[config.mk]
export PLATFORM = sky130hd
export DESIGN_NAME = axi_lite_rd_arbiter
export DESIGN_NICKNAME = d
export VERILOG_FILES = /design/src/rtl/axi_lite_rd_arbiter_pkg.sv /design/src/rtl/axi_lite_rd_arbiter_rr_arb2.sv /design/src/rtl/axi_lite_rd_arbiter.sv
export SDC_FILE = /design/constraint.sdc
export NUM_CORES = 1
export LEC_CHECK = 0
export CORE_AREA = 2 2 120 122
export CTS_BUF_LIST = sky130_fd_sc_hd__clkbuf_8
export DETAILED_ROUTE_END_ITERATION = 10
export DIE_AREA = 0 0 122 124
export PLACE_DENSITY = 0.72
export SLEW_MARGIN = 40
export SYNTH_ARGS = -nofsm -noshare
export SYNTH_HDL_FRONTEND = slang
export SYNTH_SLANG_ARGS = --single-unit
[constraint.sdc]
create_clock -name clk -period 2.8 [get_ports clk]
set_clock_uncertainty 0.15 [all_clocks]
set_input_delay 0.42 -clock clk [delete_from_list [all_inputs] [get_ports clk]]
set_output_delay 0.42 -clock clk [all_outputs]
set_load 0.01 [all_outputs]
[src/rtl/axi_lite_rd_arbiter_pkg.sv]
// Shared types and constants for the two-master AXI-lite read arbiter.
// Holds the FSM state encoding, default bus widths and grant-index helpers.
package axi_lite_rd_arbiter_pkg;

    typedef enum logic [1:0] {
        ARB_IDLE = 2'b00,
        ARB_ADDR = 2'b01,
        ARB_DATA = 2'b10
    } arb_state_e;

    localparam int MEM_ADDR_BUS = 32;
    localparam int MEM_DATA_BUS = 64;

    localparam logic GNT_M0 = 1'b0;
    localparam logic GNT_M1 = 1'b1;

    // One-hot two-way grant to master index (bit 1 set means m1).
    function automatic logic onehot_idx(input logic [1:0] gnt);
        return gnt[1];
    endfunction

endpackage

[src/rtl/axi_lite_rd_arbiter_rr_arb2.sv]
// Two-way combinational arbiter: request pair to one-hot grant.
// Round-robin uses the caller's last_grant; fixed priority always favours m1.
module axi_lite_rd_arbiter_rr_arb2
    import axi_lite_rd_arbiter_pkg::*;
#(
    parameter int RR_EN = 1
) (
    input  logic [1:0] req,
    input  logic       last_grant,
    output logic [1:0] gnt
);

    // Tie-break: the master that did not win last time, or m1 under fixed priority
    always_comb begin
        gnt = 2'b00;
        case (req)
            2'b01: gnt = 2'b01;
            2'b10: gnt = 2'b10;
            2'b11: begin
                if (RR_EN != 0) begin
                    gnt = (last_grant == GNT_M1) ? 2'b01 : 2'b10;
                end else begin
                    gnt = 2'b10;
                end
            end
            default: gnt = 2'b00;
        endcase
    end

endmodule

[src/rtl/axi_lite_rd_arbiter.sv]
// Shares one AXI-lite read port between IFU (m0) and LSU (m1).
// One outstanding read: grant is held from AR accept until the R handshake completes.
module axi_lite_rd_arbiter
    import axi_lite_rd_arbiter_pkg::*;
#(
    parameter int ADDR_W = MEM_ADDR_BUS,
    parameter int DATA_W = MEM_DATA_BUS,
    parameter int RR_EN  = 1
) (
    input  logic              clk,
    input  logic              rst,
    input  logic              m0_arvalid,
    input  logic [ADDR_W-1:0] m0_araddr,
    output logic              m0_arready,
    output logic              m0_rvalid,
    output logic [DATA_W-1:0] m0_rdata,
    output logic [1:0]        m0_rresp,
    input  logic              m0_rready,
    input  logic              m1_arvalid,
    input  logic [ADDR_W-1:0] m1_araddr,
    output logic              m1_arready,
    output logic              m1_rvalid,
    output logic [DATA_W-1:0] m1_rdata,
    output logic [1:0]        m1_rresp,
    input  logic              m1_rready,
    output logic              s_arvalid,
    output logic [ADDR_W-1:0] s_araddr,
    input  logic              s_arready,
    input  logic              s_rvalid,
    input  logic [DATA_W-1:0] s_rdata,
    input  logic [1:0]        s_rresp,
    output logic              s_rready,
    output logic              busy
);

    arb_state_e        state_r;
    arb_state_e        state_nxt_s;
    logic              gnt_r;
    logic              last_grant_r;
    logic [ADDR_W-1:0] addr_r;
    logic [1:0]        arb_gnt_s;
    logic              accept_s;
    logic              sel_m0_s;
    logic              sel_m1_s;

    axi_lite_rd_arbiter_rr_arb2 #(
        .RR_EN (RR_EN)
    ) u_rr_arb2 (
        .req        ({m1_arvalid, m0_arvalid}),
        .last_grant (last_grant_r),
        .gnt        (arb_gnt_s)
    );

    // Next-state logic for the IDLE -> ADDR -> DATA read sequence
    always_comb begin
        state_nxt_s = state_r;
        accept_s    = 1'b0;
        case (state_r)
            ARB_IDLE: begin
                if (arb_gnt_s != 2'b00) begin
                    accept_s    = 1'b1;
                    state_nxt_s = ARB_ADDR;
                end else begin
                    state_nxt_s = ARB_IDLE;
                end
            end
            ARB_ADDR: begin
                if (s_arready) begin
                    state_nxt_s = ARB_DATA;
                end else begin
                    state_nxt_s = ARB_ADDR;
                end
            end
            ARB_DATA: begin
                if (s_rvalid && s_rready) begin
                    state_nxt_s = ARB_IDLE;
                end else begin
                    state_nxt_s = ARB_DATA;
                end
            end
            default: state_nxt_s = ARB_IDLE;
        endcase
    end

    // State, owner and captured address; m1 as last owner lets m0 win the first tie
    always_ff @(posedge clk or negedge rst) begin
        if (!rst) begin
            state_r      <= ARB_IDLE;
            gnt_r        <= GNT_M0;
            last_grant_r <= GNT_M1;
            addr_r       <= {ADDR_W{1'b0}};
        end else begin
            state_r <= state_nxt_s;
            if (accept_s) begin
                addr_r       <= arb_gnt_s[1] ? m1_araddr : m0_araddr;
                gnt_r        <= onehot_idx(arb_gnt_s);
                last_grant_r <= onehot_idx(arb_gnt_s);
            end
        end
    end

    // AR handshake and R-channel routing; the non-owner sees an idle, zeroed channel
    always_comb begin
        sel_m0_s   = (state_r == ARB_DATA) && (gnt_r == GNT_M0);
        sel_m1_s   = (state_r == ARB_DATA) && (gnt_r == GNT_M1);
        m0_arready = rst && (state_r == ARB_IDLE) && arb_gnt_s[0];
        m1_arready = rst && (state_r == ARB_IDLE) && arb_gnt_s[1];
        s_arvalid  = (state_r == ARB_ADDR);
        s_araddr   = addr_r;
        busy       = (state_r != ARB_IDLE);
        if (sel_m0_s) begin
            s_rready = m0_rready;
        end else if (sel_m1_s) begin
            s_rready = m1_rready;
        end else begin
            s_rready = 1'b0;
        end
        m0_rvalid = sel_m0_s && s_rvalid;
        m1_rvalid = sel_m1_s && s_rvalid;
        m0_rdata  = sel_m0_s ? s_rdata : {DATA_W{1'b0}};
        m1_rdata  = sel_m1_s ? s_rdata : {DATA_W{1'b0}};
        m0_rresp  = sel_m0_s ? s_rresp : 2'b00;
        m1_rresp  = sel_m1_s ? s_rresp : 2'b00;
    end

endmodule

### After elaboration in Yosys (flattened, before gate mapping)

Index checks and enable logic that the tools add are counted.

* output and inout bits: 171
* input bits: 138
* word-level logic and storage cells: 36
* register bits after elaboration: 36

* eq/ne operators: 5
* reduce and logical (&&, ||, !) cells: 11
* mux-type cells: 15
* bitwise logic cells: 1

Operators with widths (count)
* $mux W64: 2
* $mux W32: 1
* $pmux W2 S3: 2
* $mux W2: 5
* $logic_and A1 B1 Y1: 8
* $eq A2 B2 Y1 const B: 3
* $mux W1: 5
* $eq A2 B1 Y1 const B: 2
* $reduce_bool A2 Y1: 2
* $logic_not A2 Y1: 1
* $not A1 Y1: 1

### Logic depth before layout (Yosys ltp)

* depth in word-level cells: 7
* mapped depth: 6
* gate-level depth less buffers: 3

### Modules after synthesis

Synthesis repeated with hierarchy kept, for this count alone.

* cell total of the unflattened synthesis: 279
* area total of the unflattened synthesis: 2851.5 µm²

By module, submodules not included
* axi_lite_rd_arbiter: seq. area each 902.1 µm², times used 1, cells an instance 276, area an instance 2832.7 µm²
* axi_lite_rd_arbiter_rr_arb2: seq. area each 0.0 µm², times used 1, cells an instance 3, area an instance 18.8 µm²

### Worst setup path before layout

OpenSTA, ideal clock, no wires.

* path type: register -> output
* from: register state_r[0]
* to: output port m1_rdata[34]
* cell stages (with the launch flop): 6
* arrival time: 1.224 ns
* path slack: 1.006 ns
* data required time: 2.230 ns
* cells stage by stage: dfrtp_1 nand2b_1 nor2_1 buf_2 clkbuf_2 and2_1

* cells in the longest elaborated chain, start to end: 3

Ends and longest elaborated chain
* start, declared: line axi_lite_rd_arbiter.sv:36 `arb_state_e state_r;`
* start signal, assigned: line axi_lite_rd_arbiter.sv:93 `state_r <= state_nxt_s;`
* $eq A2 B2 Y1: line axi_lite_rd_arbiter.sv:105 `sel_m1_s = (state_r == ARB_DATA) && (gnt_r == GNT_M1);`
* $logic_and A1 B1 Y1: line axi_lite_rd_arbiter.sv:105
* $mux W64: line axi_lite_rd_arbiter.sv:121 `m1_rdata = sel_m1_s ? s_rdata : {DATA_W{1'b0}};`
* end, declared: line axi_lite_rd_arbiter.sv:23 `output logic [DATA_W-1:0] m1_rdata,`

Every way passes these cells.

### Worst setup path in the final report

* from: register state_r[0]
* to: output port m1_rdata[6]

The elaborated chain is that of the path after synthesis.

==> impl_metrics.json <==
{
  "core_area_um2": 13700,
  "crit_path_end_kind": "output pin",
  "antenna_found_initial": 1,
  "dr.pass1.iters": 4,
  "numClockSinks": 36,
  "period_needed_ps": 2630,
  "port_buffers": 308,
  "critPathKind": "reg2out",
  "synth_area_per_cell_um2": 8.89,
  "hold_viol": 0,
  "worst_skew_pair.late_latency_ps": 280,
  "drt_first_iter_violations": 95,
  "fin_crit_sh_pct": 93.8,
  "place.gp.congestion": 0.851,
  "drv_slew": 0,
  "nNetsFinal": 783,
  "grt_usage_pct": 16.3,
  "mostFrequentLayoutCells": "clkdlybuf4s50_1, and2_1, nand2_1, dfrtp_1, a21oi_1",
  "ir_drop_uv": 422,
  "syn_nets": 491,
  "final_area_um2": 6460,
  "drive_above_1_share_pct": 8.05,
  "crit_fanout": 67,
  "start_kind": "flip-flop",
  "cts_root_buffer": "clkbuf_8",
  "tightest_slew_ps": 668,
  "fmax_ghz": 0.381,
  "syn_to_final_growth_pct": 106,
  "cts_htree_levels": 2,
  "ios": 309,
  "status": "completed",
  "path_clk_slew_ps": 80,
  "placed_area_um2": 6350,
  "maxCapViolCount": 0,
  "syn-cell-area_um2": 3140,
  "dieArea_um2": 15100,
  "rsz0062_at_grt": "no",
  "via_per_inst": 4.30,
  "maxSlewHeadroom_pct": 55.5,
  "yosysWarnings": 0,
  "die_x_um": 122,
  "grt_max_degree": 68,
  "worst_hold_path_type": "reg2reg",
  "ant_nets": 0,
  "start_util_pct": 22.9,
  "synthCells": 353,
  "fin_tns_setup_ps": 0,
  "cts_tree": "built",
  "wl_per_cell_um": 16.5,
  "drc": 0,
  "die_h_um": 124,
  "drt-total-wl_um": 13600,
  "fp-row-count": 43,
  "dr_total_vias": 3559,
  "postCtsResizedCells": 0,
  "p_leak_nw": 2.41,
  "setup_viol": 0,
  "grt_overflow": 0,
  "worst-r2r-cell-count": 5,
  "hold-path-cell-count": 1,
  "grt_pass1_wl_um": 19300,
  "cp_data_required_time_ps": 2230,
  "synth_cell_types": 26,
  "place.detailed.hpwl_um": 11400,
  "critPathArrivalTime_ps": 2060,
  "cts_buffers": 5,
  "power.density_nw_per_um2": 694,
  "final_common_cell": "clkdlybuf4s50_1",
  "grt_pass1_vias": 3518,
  "yosysSeqAreaShare_pct": 28.8,
  "cts.path.max_buffers": 2,
  "synth_seq_cells": 36
}
power breakdown:
group          internal [mW]  leakage (nW)  switching (mW)  total [mW]
Combinational           1.68          1.96            1.44        3.11
Clock                  0.197        0.0486           0.201       0.398
Sequential             0.792         0.405           0.175       0.966
Total                   2.67          2.41            1.81        4.48
cell usage after synthesis, drive strengths merged:
cell     count  share of area, %
a22o         1              0.28
o2bb2ai      2              0.56
dfrtp       35                28
buf         10               3.4
a21oi       32               5.1
mux2i        1              0.32
clkbuf      21               2.8
nand2b       2              0.40
dfstp        1              0.84
a21boi       1              0.36
nor2         5              0.68
inv          3              0.36
or2          1              0.20
and3         1              0.20
a21o         1              0.24
and2       135                27
nor2b        2              0.40
a21bo        1              0.32
nand2       66               7.9
a31oi       32                21
kinds of logic (layout without fill, tap and decap cells):
group / count (synthesis) / after routing / synth area share (%)
AO/OA/AOI/OAI: 70 / 70 / 27.6
AND/OR/NAND/NOR: 212 / 212 / 36.8
other: 0 / 1 / 0
multiplexers: 1 / 1 / 0.319
buffers and inverters: 34 / 327 / 6.54
flip-flops: 36 / 36 / 28.8
worst max-delay path, stage by stage, from the launching register on:
cell and delay, ps:
dfrtp_1 400, nand2b_1 260, nor2_4 150, buf_12 230, and2_1 190, clkdlybuf4s50_1 540
path summary, 6_finish.rpt:
| check | from | to | slack (ps) |
|---|---|---|---|
| setup / recovery | state_r[0] | m1_rdata[6] | 170 |
| min in group asynchronous | rst | last_grant_r | 530 |
| setup reg to reg | state_r[1] | s_araddr[6] | 770 |
| hold reg to reg | last_grant_r | last_grant_r | 390 |
| max in group asynchronous | rst | s_araddr[26] | 1510 |
| hold / removal | last_grant_r | last_grant_r | 390 |
registers in the layout (all words and copies together), names as in the netlist:
signal and count:
gnt_r 1, state_r 2, s_araddr 32, last_grant_r 1
routing by layer:
layer | GRT usage, % | vias up | share of wire, %
li1 | - | 1735 | -
met1 | 19.9 | 1628 | 39
met2 | 29.0 | 184 | 51
met3 | 3.98 | 12 | 8.4
met4 | 3.74 | 0 | 1.4
met5 | 0 | - | 0
layout make-up:
type / instances / area, µm²
inverters: 3 / 11.3
flip-flops and latches: 36 / 902
well taps: 180 / 225
fillers: 1287 / 7260
repair buffers: 316 / 3180
clock inverters: 2 / 11.3
clock buffers: 6 / 82.6
multi-input cells: 283 / 2040
diodes: 1 / 2.50
metrics by stage:
| step | worst slack [ps] | cells | total power [mW] | util (%) | hold slack, ps |
|---|---|---|---|---|---|
| floorplan | 1010 | 353 | 2.66 | - | -25.6 |
| global placement | 378 | 817 | 4.05 | 46.3 | 278 |
| detailed placement | 404 | 817 | 4.12 | 46.3 | 277 |
| CTS | 144 | 826 | 4.54 | 47.0 | 382 |
| global route | 65.5 | 827 | 4.76 | 47.1 | 380 |
| finish | 173 | 827 | 4.48 | 47.1 | 389 |
timing repair:
item                      4_1_cts  5_1_grt
hold endpoints to repair        1        0
setup buffers                   0        0
hold buffers                    1        0
Note: power is estimated with default switching activity, not from simulation.
